**src/rtl/md5_result_uart_tx.sv**
```systemverilog
// rtl/md5_result_uart_tx.sv - UART reporter for MD5 search results ("F:xxxxxxxx\r\n" / "D\r\n").
// Optional even parity bit per frame when MD5_RESULT_TX_PARITY_EN is defined.
module md5_result_uart_tx #(
  parameter int CLKS_PER_BIT = 868
) (
  input  logic        CLK,
  input  logic        CPU_RESETN,
  input  logic        status_found,
  input  logic        status_done,
  input  logic [31:0] target,
  output logic        UART_TXD,
  output logic        tx_busy,
  output logic [7:0]  drop_count
);

`ifdef MD5_RESULT_TX_PARITY_EN
  localparam logic [3:0] FRAME_BITS = 4'd11;
`else
  localparam logic [3:0] FRAME_BITS = 4'd10;
`endif
  localparam logic [15:0] BAUD_LAST = 16'(CLKS_PER_BIT - 1);

  typedef enum logic [1:0] {IDLE, LOAD, SEND, NEXT} state_t;

  state_t      r_state;
  state_t      w_state_nxt;
  logic        r_found_q;
  logic        r_done_q;
  logic        r_armed;
  logic        r_found_pend;
  logic        r_done_pend;
  logic        r_msg_found;
  logic [31:0] r_target;
  logic [3:0]  r_byte_idx;
  logic [10:0] r_shift;
  logic [3:0]  r_bits_left;
  logic [15:0] r_baud;
  logic        r_busy;
  logic [7:0]  r_drop;

  logic        w_found_rise;
  logic        w_done_rise;
  logic        w_found_block;
  logic        w_found_take;
  logic        w_found_drop;
  logic        w_done_drop;
  logic        w_start;
  logic        w_baud_end;
  logic        w_frame_done;
  logic [3:0]  w_last_idx;
  logic [3:0]  w_nib;
  logic [7:0]  w_hex;
  logic [7:0]  w_byte;
  logic [10:0] w_frame;
  logic [8:0]  w_drop_sum;

  // r_armed suppresses edges on inputs that were already high when reset released
  always_ff @(posedge CLK or negedge CPU_RESETN) begin
    if (!CPU_RESETN) begin
      r_found_q <= 1'b0;
      r_done_q  <= 1'b0;
      r_armed   <= 1'b0;
    end else begin
      r_found_q <= status_found;
      r_done_q  <= status_done;
      r_armed   <= 1'b1;
    end
  end

  assign w_found_rise  = r_armed & status_found & ~r_found_q;
  assign w_done_rise   = r_armed & status_done & ~r_done_q;
  assign w_found_block = r_found_pend | ((r_state != IDLE) & r_msg_found);
  assign w_found_take  = w_found_rise & ~w_found_block;
  assign w_found_drop  = w_found_rise & w_found_block;
  assign w_done_drop   = w_done_rise & r_done_pend;
  assign w_start       = (r_state == IDLE) & (r_found_pend | r_done_pend);
  assign w_baud_end    = (r_baud == BAUD_LAST);
  assign w_frame_done  = (r_state == SEND) & w_baud_end & (r_bits_left == 4'd1);
  assign w_last_idx    = r_msg_found ? 4'd11 : 4'd2;
  assign w_drop_sum    = {1'b0, r_drop} + {8'b0, w_found_drop} + {8'b0, w_done_drop};

  always_ff @(posedge CLK or negedge CPU_RESETN) begin
    if (!CPU_RESETN) begin
      r_found_pend <= 1'b0;
      r_done_pend  <= 1'b0;
      r_target     <= 32'h0;
      r_drop       <= 8'h0;
    end else begin
      if (w_found_take) begin
        r_found_pend <= 1'b1;
        r_target     <= target;
      end else if (w_start && r_found_pend) begin
        r_found_pend <= 1'b0;
      end
      if (w_done_rise && !r_done_pend) begin
        r_done_pend <= 1'b1;
      end else if (w_start && !r_found_pend) begin
        r_done_pend <= 1'b0;
      end
      r_drop <= w_drop_sum[8] ? 8'hFF : w_drop_sum[7:0];
    end
  end

  // Message byte for the current index; hex digits walk the target MSB nibble first
  always_comb begin
    w_nib  = 4'(r_target >> {4'd9 - r_byte_idx, 2'b00});
    w_hex  = (w_nib < 4'd10) ? (8'h30 + {4'b0, w_nib}) : (8'h37 + {4'b0, w_nib});
    w_byte = 8'h0A;
    if (r_msg_found) begin
      case (r_byte_idx)
        4'd0:    w_byte = 8'h46;
        4'd1:    w_byte = 8'h3A;
        4'd10:   w_byte = 8'h0D;
        4'd11:   w_byte = 8'h0A;
        default: w_byte = w_hex;
      endcase
    end else begin
      case (r_byte_idx)
        4'd0:    w_byte = 8'h44;
        4'd1:    w_byte = 8'h0D;
        default: w_byte = 8'h0A;
      endcase
    end
`ifdef MD5_RESULT_TX_PARITY_EN
    w_frame = {1'b1, ^w_byte, w_byte, 1'b0};
`else
    w_frame = {2'b11, w_byte, 1'b0};
`endif
  end

  always_ff @(posedge CLK or negedge CPU_RESETN) begin
    if (!CPU_RESETN) begin
      r_state <= IDLE;
    end else begin
      r_state <= w_state_nxt;
    end
  end

  always_comb begin
    w_state_nxt = r_state;
    case (r_state)
      IDLE: if (r_found_pend || r_done_pend) w_state_nxt = LOAD;
      LOAD: w_state_nxt = SEND;
      SEND: if (w_frame_done) w_state_nxt = NEXT;
      NEXT: w_state_nxt = (r_byte_idx != w_last_idx) ? LOAD : IDLE;
      default: w_state_nxt = IDLE;
    endcase
  end

  // The line is r_shift[0]; ones shift in behind the stop bit so the line rests high
  always_ff @(posedge CLK or negedge CPU_RESETN) begin
    if (!CPU_RESETN) begin
      r_msg_found <= 1'b0;
      r_byte_idx  <= 4'd0;
      r_shift     <= '1;
      r_bits_left <= 4'd0;
      r_baud      <= 16'd0;
      r_busy      <= 1'b0;
    end else begin
      r_busy <= (w_state_nxt != IDLE);
      case (r_state)
        IDLE: begin
          if (w_start) begin
            r_byte_idx  <= 4'd0;
            r_msg_found <= r_found_pend;
          end
        end
        LOAD: begin
          r_shift     <= w_frame;
          r_bits_left <= FRAME_BITS;
          r_baud      <= 16'd0;
        end
        SEND: begin
          if (w_baud_end) begin
            r_baud      <= 16'd0;
            r_shift     <= {1'b1, r_shift[10:1]};
            r_bits_left <= r_bits_left - 4'd1;
          end else begin
            r_baud <= r_baud + 16'd1;
          end
        end
        NEXT: begin
          if (r_byte_idx != w_last_idx) r_byte_idx <= r_byte_idx + 4'd1;
        end
        default: ;
      endcase
    end
  end

  assign UART_TXD   = r_shift[0];
  assign tx_busy    = r_busy;
  assign drop_count = r_drop;

endmodule
```
**config.mk**
```make
export PLATFORM = sky130hd
export DESIGN_NAME = md5_result_uart_tx
export DESIGN_NICKNAME = d
export VERILOG_FILES = /design/src/rtl/md5_result_uart_tx.sv
export SDC_FILE = /design/constraint.sdc
export NUM_CORES = 1
export LEC_CHECK = 0
export CELL_PAD_IN_SITES_DETAIL_PLACEMENT = 0
export CELL_PAD_IN_SITES_GLOBAL_PLACEMENT = 1
export CORE_ASPECT_RATIO = 0.9
export CORE_MARGIN = 2
export CORE_UTILIZATION = 41
export DETAILED_ROUTE_END_ITERATION = 10
export PLACE_DENSITY = 0.73
export SLEW_MARGIN = 20
export SYNTH_ARGS = -nofsm -noshare
export SYNTH_HDL_FRONTEND = slang
export SYNTH_SLANG_ARGS = --single-unit
export TNS_END_PERCENT = 10
```
**constraint.sdc**
```tcl
create_clock -name CLK -period 2.2 [get_ports CLK]
set_input_delay 0.33 -clock CLK [delete_from_list [all_inputs] [get_ports CLK]]
set_output_delay 0.33 -clock CLK [all_outputs]
set_load 0.03 [all_outputs]
```
==> results of run 1 <==
## worst max path at each step
stage / from / to / cells past startpoint
2_1_floorplan: r_byte_idx[1] / r_shift[3] / 12
3_3_place_gp: status_done / drop_count[0] / 9
3_5_place_dp: status_done / drop_count[0] / 9
4_1_cts: r_byte_idx[1] / r_shift[3] / 10
5_1_grt: r_byte_idx[1] / r_shift[3] / 9
6_report: r_byte_idx[1] / r_shift[3] / 9
## layout by cell type, fill, tap and decap left out, types with 4 or more instances in the layout
master / count
mux2_2: 36
o21ai_0: 22
inv_1: 14
ha_1: 11
clkbuf_16: 9
a31oi_1: 4
dfstp_2: 9
mux2i_1: 13
o31ai_1: 4
nor2_1: 27
nand2b_1: 6
o21ai_1: 5
xnor2_1: 7
a21oi_2: 4
and3_1: 10
nand3_1: 16
xor2_1: 5
nor2b_1: 4
nor3_1: 9
clkinv_4: 4
nand2_1: 33
and2_1: 4
dfrtp_1: 72
clkdlybuf4s50_1: 44
buf_4: 35
a21oi_1: 9
## sequential cells by signal (all words and copies together), names as in the netlist, 2 cells and up
name	count
r_bits_left	4
r_target	32
drop_count	8
r_byte_idx	4
r_shift	9
r_state	2
r_baud	16
## metal layers
metal,GRT usage (%),vias up,share of wire (%)
met5,0,-,0
met4,5.91,0,1.3
met3,4.25,10,2.9
met2,27.6,48,46
met1,25.2,1578,50
li1,-,1618,-
## worst max-delay path, delay by kind of cell (launching register included)
kind / cells / cell delay [ps]
AOI/OAI and AO/OA: 2 / 250
adders and majority gates: 2 / 460
buffers and inverters: 1 / 140
and+or+nand+nor: 2 / 270
DFF: 1 / 430
muxes: 2 / 540
## through the flow
| step | utilization [%] | area, um2 |
|---|---|---|
| after floorplan | - | 4400 |
| after global placement | 50.5 | 5200 |
| after detailed placement | 50.5 | 5200 |
| after CTS | 53.9 | 5550 |
| after global routing | 54.7 | 5630 |
| final | 54.7 | 5630 |
## kinds of logic (layout without fill, tap and decap cells)
logic type      count (synthesis)  after routing  share of synthesized area [%]
other cells                     1              1                         0.0861
mux                            53             53                           14.3
flops                          82             82                           47.4
compound gates                 75             75                           10.9
xor+xnor                       13             13                           2.79
simple gates                  137            137                           16.3
buf+inv                        30            114                           3.45
fa+ha+maj                      16             16                           4.77
## where the power goes
part	total, mW	switching, mW	internal, mW	leakage [nW]
clock	1.52	0.632	0.889	0.150
sequential	2.08	0.216	1.86	0.975
combinational	0.921	0.371	0.550	1.30
total	4.52	1.22	3.30	2.42
## area by class of cell
type	instances	area, um2	area share (%)
Tap cell	129	161	2.87
Sequential cell	82	2060	36.7
Clock buffer	9	225	4.00
Timing Repair Buffer	83	764	13.6
Clock inverter	7	78.8	1.40
Multi-Input combinational cell	295	2280	40.4
Inverter	15	60.1	1.07
## what timing repair did
item                                   CTS  global route
hold buffers                             1             0
pin swaps                                7             8
setup endpoints to repair                1            16
resized for setup                        7            22
setup buffers                            3             1
endpoints found under the hold margin   36             0
==> results.md, run 1 <==
* RSZ-0062 raised after global routing: true
* Synth-to-layout area growth at 29.4%
* Global route overflow at 0
* Drt pass-1 iters at 4
* Die Span Y at between 100 and 150 um
* Die width at approximately 110 um
* Residual DRC at 0
* Sequential share of the synthesized area at a little under half
* CTS H-tree depth at 3
* Pre-CTS setup slack at -142 ps
* Fmax at 461 MHz
* Final setup margin at 32.4 ps
* Fin crit period at ~2200 ps
* Vias in the first global route at 3394
* Layout Cells excl Fill at 620
* Seq cells post-synth at 82
* Most frequent cell after synthesis: dfrtp_1
* Status: finished, final reports clean
* CP Capture Type: flip-flop
* HP Start: status_done
* Placer Congestion at around 0.8
* Tot Pwr at between 4 and 5 mW
* Initial antenna violation count at 0
* Yosys warnings at 0
* RR Endpoint: r_shift[3]
* Hold path cells at 1
* Synthesized Nets at 459
* FF-to-FF setup slack at 30 ps
* DR vias at approximately 3300
* Pins Over Slew Limit at 0
* DRT Wirelength at 9220 um
* Initial DRC Count at 135
* Synth top area cells: dfrtp_1 42%, mux2_2 9.6%, dfstp_2 5.4%
* Leakage at between 2 and 2.5 nW
* EDFF count, synth at 0
* Fraction of final layout cells sized beyond drive strength 1 at 27.9%
* Max FO, Critical Path at 6
* Library cells used by synthesis at just over 60
* Die Area at between 0.01 and 0.015 mm2
* Syn avg cell area at roughly 11 um2
* First-pass GRT wire length at about 16000 um
* VDD IR max at 540 uV
* Cell Pwr Density at 802 mW/mm2
* Clk_lat worst skew at about 340 ps
* Crit start category: flip-flop
* Worst path max stage delay at about 430 ps
* Period utilization at between 90 and 100%
* Hpwl dp at approximately 6600 um
* Mapped cell area at 0.00435 mm2
* Crit path max-delay cell type: dfrtp_1
* Rows at 35
* Max-cap violations at 0
* ANT cells at 0
* FF-to-FF Start: r_byte_idx[1]
* Core area at 0.0103 mm2
* IO buf count at 45
* Final setup viols at 0
* Post-DR wirelength/cell at 14.9 um
* Clock Skews at 7.04 ps
* Largest net degree at the start of global routing at 47
* Top FF cell, synth: dfrtp_1
* Arrival time at the worst endpoint at 2430 ps
* CP Class: reg -> reg
* Dpl cells at 599
* Final net count at 538
* Hold Path Class: in -> reg
* Final ANT Viol Nets at 0
* Top cells by count, synth: 73 x dfrtp_1, 37 x mux2_2, 35 x nand2_1
* CP most frequent cell: ha_4
* Drt via density at 5.25
* CTS tree: yes
* CTS Sinks at 82
* Initial Util at 42.3%
* # fillers at 891
* I/O pins at 46
* WP data required at 2460 ps
* Total CTS buffers at 9
* WHS Endpoint: r_done_q
* Synth async-reset ratio at 100%
* Area fraction of the dominant cell type after synthesis at approximately two fifths
* Cells on worst reg2reg path at 9
* Synthesized instance count at around 400
* Critical-path cell list: clkinvlp_4, ha_4, mux2_4, nand2_4, ha_4, nor4b_4, mux2i_1, a21oi_1, o22ai_1
* Clock-pin slew on the worst setup and hold paths at 60 ps
* Final hold slack at 453 ps
* GRT Overall Usage at 18.0%
* Final setup TNS at 0 ps
* CTS root buf: clkbuf_16
* Area leader, netlist: dfrtp_1
* Max Buffers Root-to-Sink at 2
* Hold Fails Final Rpt at 0
(Power assumes the default switching activity.)
==> run 2, diff against run 1 <==
--- a/config.mk
+++ b/config.mk
@@ -12,6 +12,7 @@
 export CORE_UTILIZATION = 41
 export DETAILED_ROUTE_END_ITERATION = 10
 export PLACE_DENSITY = 0.73
+export SETUP_SLACK_MARGIN = 0.1
 export SLEW_MARGIN = 20
 export SYNTH_ARGS = -nofsm -noshare
 export SYNTH_HDL_FRONTEND = slang
==> results.md, run 2 (synthesized netlist as in run 1, its figures left out) <==
* HP Start: status_done
* Synth-to-layout area growth at 29.0%
* Pins Over Slew Limit at 0 (unchanged)
* CTS root buf: clkbuf_16
* Cell Pwr Density at 803 mW/mm2 (+0.12%)
* Tot Pwr at 4.51 mW (-0.16%)
* Clk_lat worst skew at 340 ps (about the same)
* WP data required at 2460 ps (about the same)
* Worst path max stage delay at 430 ps (about the same)
* Hpwl dp at 6570 um (unchanged)
* Post-DR wirelength/cell at 14.9 um (about the same)
* Most frequent cells in the layout: 72 x dfrtp_1, 44 x clkdlybuf4s50_1, 36 x mux2_2
* I/O pins at 46 (unchanged)
* Register area at 0.00206 mm2 (unchanged)
* CP most frequent cell: ha_4
* GRT Overall Usage at 18.0% (about the same)
* Initial antenna violation count at 0 (unchanged)
* Commonest non-fill, non-tap cell in the layout: dfrtp_1
* RR Endpoint: r_shift[3]
* CTS tree: yes
* Max-cap violations at 0 (unchanged)
* Final net count at 537 (-0.19%)
* WHS Endpoint: r_done_q
* Fin area at 0.00562 mm2 (-0.29%)
* Clock-pin slew on the worst setup and hold paths at 60 ps (about the same)
* DRT Wirelength at 9200 um (-0.23%)
* Leakage at 2.41 nW (-0.43%)
* Met2 Usage GRT at 27.6% (unchanged)
* Rows at 35 (unchanged)
* Total CTS buffers at 9 (unchanged)
* RSZ-0062 raised after global routing: true
* Die Area at 0.0115 mm2 (unchanged)
* CTS H-tree depth at 3 (unchanged)
* Placer Congestion at 0.800 (unchanged)
* FF-to-FF setup slack at 30 ps (about the same)
* CP bufs+invs at 1 (unchanged)
* First-pass GRT wire length at 16400 um (about the same)
* Crit path max-delay cell type: dfrtp_1
* Period utilization at 98.6% (+0.10 points)
* Hold Fails Final Rpt at 0 (unchanged)
* Die width at 113 um (unchanged)
* Core area at 0.0103 mm2 (unchanged)
* Met3 Track Usage GR at 4.25% (unchanged)
* Max FO, Critical Path at 6 (unchanged)
* Cells on worst reg2reg path at 9 (unchanged)
* Drt pass-1 iters at 4 (unchanged)
* Hold path cells at 1 (unchanged)
* Max Buffers Root-to-Sink at 2 (unchanged)
* Final setup viols at 0 (unchanged)
* Final ANT Viol Nets at 0 (unchanged)
* Vias in the first global route at 3393 (-0.029%)
* CTS Sinks at 82 (unchanged)
* Cell area after placement at 0.00520 mm2 (unchanged)
* Fin crit period at 2170 ps (+2.28 ps)
* Critical-path cell list: clkinvlp_4, ha_4, mux2_4, nand2_2, ha_4, nor4b_4, mux2i_1, a21oi_1, o22ai_1
* # fillers at 892 (+0.11%)
* Largest net degree at the start of global routing at 47 (unchanged)
* Top reg by flops: r_target
* Biggest regs: r_target: 32 flops, r_baud: 16 flops, r_shift: 9 flops
* Drt via density at 5.27 (+0.41%)
* Number of flip-flops under the largest register name at 32 (unchanged)
* Crit start category: flip-flop
* Initial Util at 42.3% (unchanged)
* DR vias at 3262 (+0.25%)
* Arrival time at the worst endpoint at 2430 ps (about the same)
* FF-to-FF Start: r_byte_idx[1]
* VDD IR max at 541 uV (+0.11%)
* Residual DRC at 0 (unchanged)
* Crit-path leading delay family: multiplexers
* GR Layer Usage met1 at 25.2% (-0.038 points)
* CP Capture Type: flip-flop
* Die Span Y at 102 um (unchanged)
* Multi-input logic area at 0.00227 mm2 (-0.38%)
* Fmax at 461 MHz (-0.11%)
* IO buf count at 45 (unchanged)
* Initial DRC Count at 153 (+13%)
* Status: finished, final reports clean
* Global route overflow at 0 (unchanged)
* Gr busiest metal: met2
* ANT cells at 0 (unchanged)
* Fraction of final layout cells sized beyond drive strength 1 at 27.6% (-0.35 points)
* Clock Skews at 7.06 ps (+0.0192 ps)
* CP Class: reg -> reg
* Hold Path Class: in -> reg
## run 2: where the power goes
group	switching (mW)	internal, mW
clock	0.631	0.889
combinational	0.367	0.547
sequential	0.217	1.86
## run 2: metrics by stage
| stage | instances | hold slack (ps) | TNS (ps) | setup slack [ps] | util, % |
|---|---|---|---|---|---|
| final | 619 | 452 | 0 | 30.1 | 54.6 |
| after global routing | 619 | 452 | -249 | -104 | 54.6 |
| after CTS | 619 | 439 | -49.5 | -21.1 | 54.1 |
| after detailed placement | 599 | 324 | -711 | -142 | 50.5 |
| after global placement | 599 | 319 | -474 | -103 | 50.5 |
| after floorplan | 407 | 34.4 | -208 | -79.2 | - |
## run 2: metal layers
metal | share of wire (%) | routed length, um
met1 | 50 | 4600
met5 | 0 | 0
met4 | 1.4 | 132
met2 | 46 | 4190
met3 | 3.0 | 275
## run 2: final cells by class
type | count | area share (%)
Multi-Input combinational cell | 295 | 40.4
Sequential cell | 82 | 36.8
Tap cell | 129 | 2.87
Timing Repair Buffer | 82 | 13.5
Clock inverter | 7 | 1.40
Clock buffer | 9 | 4.01
Inverter | 15 | 1.07
## run 2: worst max-delay path by stage
| stage | startpoint | endpoint | slack [ps] | cells after the start |
|---|---|---|---|---|
| floorplan | r_byte_idx[1] | r_shift[3] | -80 | 12 |
| finish | r_byte_idx[1] | r_shift[3] | 30 | 9 |
| global placement | status_done | drop_count[0] | -100 | 9 |
| detailed placement | status_done | drop_count[0] | -140 | 9 |
| CTS | r_byte_idx[1] | r_shift[3] | -20 | 10 |
| global route | r_byte_idx[1] | r_shift[3] | -100 | 9 |
## run 2: what timing repair did
| action | CTS | global route |
|---|---|---|
| pin swaps | 8 | 6 |
| resized for setup | 11 | 16 |
| setup endpoints to repair | 12 | 18 |
| endpoints found under the hold margin | 36 | 0 |
| hold buffers | 1 | 0 |
| setup buffers | 3 | 0 |
